===== config.mk =====
export PLATFORM = sky130hd
export DESIGN_NAME = id_digit_sequencer_flat
export DESIGN_NICKNAME = d
export VERILOG_FILES = /design/src/rtl/id_digit_sequencer_if.sv /design/src/rtl/id_digit_sequencer.sv /design/src/flat_wrapper.sv
export SDC_FILE = /design/constraint.sdc
export NUM_CORES = 1
export LEC_CHECK = 0
export BUFFER_PORTS_ARGS = -buffer_cell sky130_fd_sc_hd__buf_4
export CAP_MARGIN = 20
export CORE_AREA = 2 2 56 79
export CTS_CLUSTER_DIAMETER = 30
export DETAILED_ROUTE_END_ITERATION = 7
export DIE_AREA = 0 0 58 81
export GPL_TIMING_DRIVEN = 1
export PLACE_DENSITY = 0.8
export SLEW_MARGIN = 40
export SYNTH_ARGS = -nofsm -noshare
export SYNTH_HDL_FRONTEND = slang
export SYNTH_SLANG_ARGS = --single-unit

===== constraint.sdc =====
create_clock -name clk -period 4.15 [get_ports clk]
set_input_delay 0.83 -clock clk [delete_from_list [all_inputs] [get_ports clk]]
set_output_delay 0.83 -clock clk [all_outputs]
set_load 0.03 [all_outputs]

===== src/rtl/id_digit_sequencer_if.sv =====
// Purpose : control, table-write and digit-output bundle for id_digit_sequencer.
// Latency : n/a (wiring only).
// Backpressure: none; step_en paces playback, writes are always accepted.
// Signals : start/stop/step_en/loop/seq_len (control), wr_en/wr_addr/wr_data (table write),
//           id/idx/busy/done/wr_err (status). master = controller side, slave = sequencer side.
interface id_digit_sequencer_if #(
  parameter int DIGIT_W = 4,
  parameter int MAX_LEN = 8
);
  localparam int AW = $clog2(MAX_LEN);

  logic               start;
  logic               stop;
  logic               step_en;
  logic               loop;
  logic [AW:0]        seq_len;
  logic               wr_en;
  logic [AW-1:0]      wr_addr;
  logic [DIGIT_W-1:0] wr_data;
  logic [DIGIT_W-1:0] id;
  logic [AW-1:0]      idx;
  logic               busy;
  logic               done;
  logic               wr_err;

  modport master (
    output start, stop, step_en, loop, seq_len, wr_en, wr_addr, wr_data,
    input  id, idx, busy, done, wr_err
  );

  modport slave (
    input  start, stop, step_en, loop, seq_len, wr_en, wr_addr, wr_data,
    output id, idx, busy, done, wr_err
  );
endinterface


===== src/rtl/id_digit_sequencer.sv =====
// Purpose : plays a programmable digit sequence from an internal table, one digit per step.
// Latency : id/idx update on the edge that accepts start or step_en; visible next cycle.
// Backpressure: none; the sequencer only advances when step_en is high in RUN.
// Ports   : clk, reset (sync, active-high), sq (id_digit_sequencer_if.slave).
// Option  : define BCD_CHECK_EN to reject writes with data > 9 and pulse wr_err.
module id_digit_sequencer #(
  parameter int DIGIT_W = 4,
  parameter int MAX_LEN = 8
) (
  input  logic                clk,
  input  logic                reset,
  id_digit_sequencer_if.slave sq
);
  localparam int          AW      = $clog2(MAX_LEN);
  localparam logic [AW:0] LEN_MAX = (AW+1)'(MAX_LEN);

  typedef enum logic {IDLE, RUN} state_t;

  state_t             r_state;
  logic [DIGIT_W-1:0] r_tbl [MAX_LEN];
  logic [AW:0]        r_len;
  logic [AW-1:0]      r_idx;
  logic [DIGIT_W-1:0] r_id;
  logic               r_busy;
  logic               r_done;

  state_t             w_state_nxt;
  logic [AW:0]        w_len_nxt;
  logic [AW-1:0]      w_idx_nxt;
  logic [AW-1:0]      w_rd_addr;
  logic               w_load;
  logic               w_busy_nxt;
  logic               w_done_nxt;
  logic               w_len_ok;
  logic               w_last;
  logic               w_addr_ok;
  logic               w_data_ok;
  logic               w_wr;

  assign w_len_ok = (sq.seq_len != '0) && (sq.seq_len <= LEN_MAX);
  // idx is the last entry when idx+1 == len (AW+1 bit compare avoids wrap)
  assign w_last   = (({1'b0, r_idx} + (AW+1)'(1)) == r_len);

  // With a power-of-two table every encodable address is in range.
  generate
    if (MAX_LEN == (1 << AW)) begin : g_pow2
      assign w_addr_ok = 1'b1;
    end else begin : g_npow2
      assign w_addr_ok = ({1'b0, sq.wr_addr} < LEN_MAX);
    end
  endgenerate

`ifdef BCD_CHECK_EN
  logic r_wr_err;
  assign w_data_ok = (sq.wr_data <= DIGIT_W'(9));
  // Flags bad data even when the address is out of range.
  always_ff @(posedge clk) begin
    if (reset) r_wr_err <= 1'b0;
    else       r_wr_err <= sq.wr_en && !w_data_ok;
  end
  assign sq.wr_err = r_wr_err;
`else
  assign w_data_ok = 1'b1;
  assign sq.wr_err = 1'b0;
`endif

  assign w_wr = sq.wr_en && w_addr_ok && w_data_ok;

  always_comb begin
    w_state_nxt = r_state;
    w_len_nxt   = r_len;
    w_idx_nxt   = r_idx;
    w_rd_addr   = r_idx;
    w_load      = 1'b0;
    w_busy_nxt  = r_busy;
    w_done_nxt  = 1'b0;
    case (r_state)
      IDLE: begin
        if (sq.start && w_len_ok) begin
          w_state_nxt = RUN;
          w_len_nxt   = sq.seq_len;
          w_idx_nxt   = '0;
          w_rd_addr   = '0;
          w_load      = 1'b1;
          w_busy_nxt  = 1'b1;
        end
      end
      RUN: begin
        if (sq.stop) begin
          w_state_nxt = IDLE;
          w_busy_nxt  = 1'b0;
        end else if (sq.step_en) begin
          if (!w_last) begin
            w_idx_nxt = r_idx + AW'(1);
            w_rd_addr = r_idx + AW'(1);
            w_load    = 1'b1;
          end else if (sq.loop) begin
            w_idx_nxt = '0;
            w_rd_addr = '0;
            w_load    = 1'b1;
          end else begin
            // one-shot end: id/idx stay on the last digit
            w_state_nxt = IDLE;
            w_busy_nxt  = 1'b0;
            w_done_nxt  = 1'b1;
          end
        end
      end
      default: begin
        w_state_nxt = IDLE;
        w_busy_nxt  = 1'b0;
      end
    endcase
  end

  always_ff @(posedge clk) begin
    if (reset) begin
      r_state <= IDLE;
      r_len   <= '0;
      r_idx   <= '0;
      r_id    <= '0;
      r_busy  <= 1'b0;
      r_done  <= 1'b0;
    end else begin
      r_state <= w_state_nxt;
      r_len   <= w_len_nxt;
      r_idx   <= w_idx_nxt;
      r_busy  <= w_busy_nxt;
      r_done  <= w_done_nxt;
      // Table read sees pre-write contents on a same-edge write.
      if (w_load) r_id <= r_tbl[w_rd_addr];
    end
  end

  always_ff @(posedge clk) begin
    if (reset) begin
      for (int i = 0; i < MAX_LEN; i++) r_tbl[i] <= '0;
    end else if (w_wr) begin
      r_tbl[sq.wr_addr] <= sq.wr_data;
    end
  end

  assign sq.id   = r_id;
  assign sq.idx  = r_idx;
  assign sq.busy = r_busy;
  assign sq.done = r_done;
endmodule


===== src/flat_wrapper.sv =====
// flat-port wrapper written by rule: the top's interface ports become plain ports
module id_digit_sequencer_flat 
#(
  parameter int DIGIT_W = 4,
  parameter int MAX_LEN = 8
)
  (clk, reset, sq_start, sq_stop, sq_step_en, sq_loop, sq_seq_len, sq_wr_en, sq_wr_addr, sq_wr_data, sq_id, sq_idx, sq_busy, sq_done, sq_wr_err);
  id_digit_sequencer_if #(.DIGIT_W(DIGIT_W), .MAX_LEN(MAX_LEN)) sq_i ();
  input  logic clk;
  input  logic reset;
  input wire logic [$bits(sq_i.start)-1:0] sq_start;
  input wire logic [$bits(sq_i.stop)-1:0] sq_stop;
  input wire logic [$bits(sq_i.step_en)-1:0] sq_step_en;
  input wire logic [$bits(sq_i.loop)-1:0] sq_loop;
  input wire logic [$bits(sq_i.seq_len)-1:0] sq_seq_len;
  input wire logic [$bits(sq_i.wr_en)-1:0] sq_wr_en;
  input wire logic [$bits(sq_i.wr_addr)-1:0] sq_wr_addr;
  input wire logic [$bits(sq_i.wr_data)-1:0] sq_wr_data;
  output wire logic [$bits(sq_i.id)-1:0] sq_id;
  output wire logic [$bits(sq_i.idx)-1:0] sq_idx;
  output wire logic [$bits(sq_i.busy)-1:0] sq_busy;
  output wire logic [$bits(sq_i.done)-1:0] sq_done;
  output wire logic [$bits(sq_i.wr_err)-1:0] sq_wr_err;
  assign sq_i.start = sq_start;
  assign sq_i.stop = sq_stop;
  assign sq_i.step_en = sq_step_en;
  assign sq_i.loop = sq_loop;
  assign sq_i.seq_len = sq_seq_len;
  assign sq_i.wr_en = sq_wr_en;
  assign sq_i.wr_addr = sq_wr_addr;
  assign sq_i.wr_data = sq_wr_data;
  assign sq_id = sq_i.id;
  assign sq_idx = sq_i.idx;
  assign sq_busy = sq_i.busy;
  assign sq_done = sq_i.done;
  assign sq_wr_err = sq_i.wr_err;
  id_digit_sequencer #(.DIGIT_W(DIGIT_W), .MAX_LEN(MAX_LEN)) u_core (.clk(clk), .reset(reset), .sq(sq_i));
endmodule

==> impl_metrics.toml <==
[sta]
setup-violations-final = 0
fmax_mhz = 371
fin_ws_ps = 1450
grt_setup_unrepaired = "no"
tns_ps = 0
hold_viol_final = 0
min_period_ps = 2700
clock_skew_ps = 8.00
timing.final.crit_share_pct = 65.0
maxSlewViolCount = 0

[setup_path]
path_class = "register to register"
rr_worst_depth = 8
critPathCaptureType = "register"
rr_endpoint = "u_core.sq.id[1]$_SDFFE_PP0P_"
crit_path_start_kind = "register"
rrSetupSlack_ps = 1450
r2r-start = "u_core.sq.idx[1]$_SDFF_PP0_"
cp_max_fo = 9
worstPathRequired_ps = 4330
crit_arrival_ps = 2880

[die]
core_mm2 = 0.00406
dieArea_mm2 = 0.00470
initial_utilization_pct = 57.6
die_h_um = 81
die_x_um = 58
ios = 28
rows = 28

[synth]
synthFlopType = "edfxtp_1"
synth_area_mm2 = 0.00234
synth_warnings = 0
syn_inst = 210
synth-seq-cells = 46
synth.distinct_cells = 49
avgSynthCellArea_um2 = 11.1
synthArstFlopShare_pct = 0
synth_edf_count = 32
syn_nets = 229
ys_seq_area_share_pct = 53.0

[min_path]
hold_path_end = "u_core.sq.busy$_SDFFE_PP0P_"
hold_path_class = "register to register"
hold_start = "u_core.r_state$_SDFF_PP0_"
holdPathStages = 1

[clock_network]
hold_buffers = 0
htreeDepth = 2
cts_resized = 0
post_cts_buffers = 0
cts.sinks = 46
clkSlewWorstSetupHoldPaths_ps = 70
cts_tree = "done"
cts_made_buffers = 5
clockBufferDepth = 2
clk_latency_ps = 300
clockRootBuffer = "clkbuf_8"

[cells_and_area]
nFillCells = 334
diodes = 0
num-nets-final = 255
area_growth_pct = 12.0
drive_above_1_share_pct = 20.3
final_cell_mix = "33 x and2_1, 32 x edfxtp_1, 26 x buf_4, 18 x mux2i_1, 14 x dfxtp_1"
mostFrequentLayoutCell = "and2_1"

[global_route]
overflow = 0
grt_usage_pct = 20.0
grt_pass1_vias = 1515
grt_pass1_wl_um = 6840
antenna_found_initial = 0
grt_max_degree = 23

[placement]
place_hpwl_um = 3250
portBuffers = 26
pre_cts_slack_ps = 1330
place_congestion = 0.857

[drt]
wl_per_cell_um = 15.1
viasPerCell = 5.68
num_vias = 1602
drt_first_pass_iters = 4
first_iter_violations = 112
route.detailed.drc = 0
ant_nets = 0
wl_um = 4250

[power_and_ir_drop]
p_total_mw = 0.874
p_leak_nw = 1.02
ir_drop_mv = 0.278
powerDensity_mw_per_mm2 = 333

[run]
maxCapViolations = 0

[run_status]
status = "complete, no violations"
## power breakdown
group	switching [mW]	total (mW)	internal, mW
combinational	0.0533	0.0947	0.0414
clock	0.137	0.252	0.115
sequential	0.0114	0.527	0.516
## synthesized netlist by cell type (2+ instances only)
master,number,area (um2)
and2_1,33,206
edfxtp_1,32,961
mux2i_1,18,180
dfxtp_1,14,280
nor2_1,13,48.8
a21oi_1,11,55.1
or2_2,9,56.3
inv_1,8,30.0
nand2_1,8,30.0
a211o_1,4,35.0
nand2b_1,4,25.0
nor2b_1,4,25.0
buf_6,3,33.8
clkbuf_1,3,11.3
nor3_1,3,15.0
o22ai_1,3,18.8
nand3_1,2,10.0
nand3b_1,2,15.0
o211a_1,2,20.0
o21ai_0,2,10.0
o31a_1,2,17.5
xnor2_1,2,17.5
xor2_1,2,17.5
## stage by stage
stage	hold slack, ps	util, %	cell area, um2	instances
after floorplan	443	-	2340	210
after global placement	502	62.5	2540	274
after detailed placement	495	62.5	2540	274
after CTS	510	64.5	2620	282
after global routing	549	64.5	2620	282
final	503	64.5	2620	282
## metal layers
metal / wire length, um / GRT usage, % / up-vias
met3: 161 / 4.46 / 18
li1: - / - / 804
met2: 2270 / 36.5 / 46
met5: 0 / 0 / -
met1: 1640 / 20.5 / 734
met4: 178 / 11.9 / 0
## final cells by class
type | count | area [um2] | share of cell area [%]
Clock inverter | 2 | 8.76 | 0.334
Multi-Input combinational cell | 149 | 1020 | 38.8
Tap cell | 45 | 56.3 | 2.15
Clock buffer | 6 | 72.6 | 2.77
Sequential cell | 46 | 1240 | 47.4
Timing Repair Buffer | 26 | 195 | 7.45
Inverter | 8 | 30.0 | 1.15
## kinds of logic (layout without fill, tap and decap cells)
| logic type | after synthesis | after routing | synth area share, % |
|---|---|---|---|
| XOR/XNOR | 4 | 4 | 1.50 |
| flip-flops | 46 | 46 | 53.0 |
| buffers and inverters | 15 | 42 | 3.53 |
| other | 1 | 1 | 0.160 |
| AO/OA/AOI/OAI | 38 | 38 | 12.1 |
| multiplexers | 18 | 18 | 7.70 |
| adder cells (fa/ha/maj) | 1 | 1 | 0.534 |
| AND/OR/NAND/NOR | 87 | 87 | 21.5 |
## state kept, by name, indices dropped and copies added, names as in the netlist
signal and cells:
u_core.sq.idx 3, u_core.sq.id 4, u_core.sq.busy 1, u_core.sq.done 1, u_core.r_tbl 32, u_core.r_state 1, u_core.r_len 4
## worst max path at each step
stage | depth (start not counted) | slack, ps | startpoint | endpoint
after global routing | 8 | 1320 | u_core.sq.idx[1]$_SDFF_PP0_ | u_core.sq.id[1]$_SDFFE_PP0P_
final | 8 | 1450 | u_core.sq.idx[1]$_SDFF_PP0_ | u_core.sq.id[1]$_SDFFE_PP0P_
after detailed placement | 7 | 1330 | sq_seq_len[1] | u_core.sq.id[1]$_SDFFE_PP0P_
after floorplan | 7 | 1600 | sq_seq_len[1] | u_core.sq.id[0]$_SDFFE_PP0P_
after CTS | 8 | 1480 | u_core.sq.idx[1]$_SDFF_PP0_ | u_core.sq.id[1]$_SDFFE_PP0P_
after global placement | 7 | 1370 | sq_seq_len[1] | u_core.sq.id[3]$_SDFFE_PP0P_
## critical path, cell delays in order, from the launching register on
cell	delay [ps]
dfxtp_1	500
ha_1	320
xor2_1	160
o31a_1	260
a21oi_2	250
a31o_1	470
mux2i_1	240
a21oi_1	80
a211o_1	300
(Power assumes the default switching activity.)
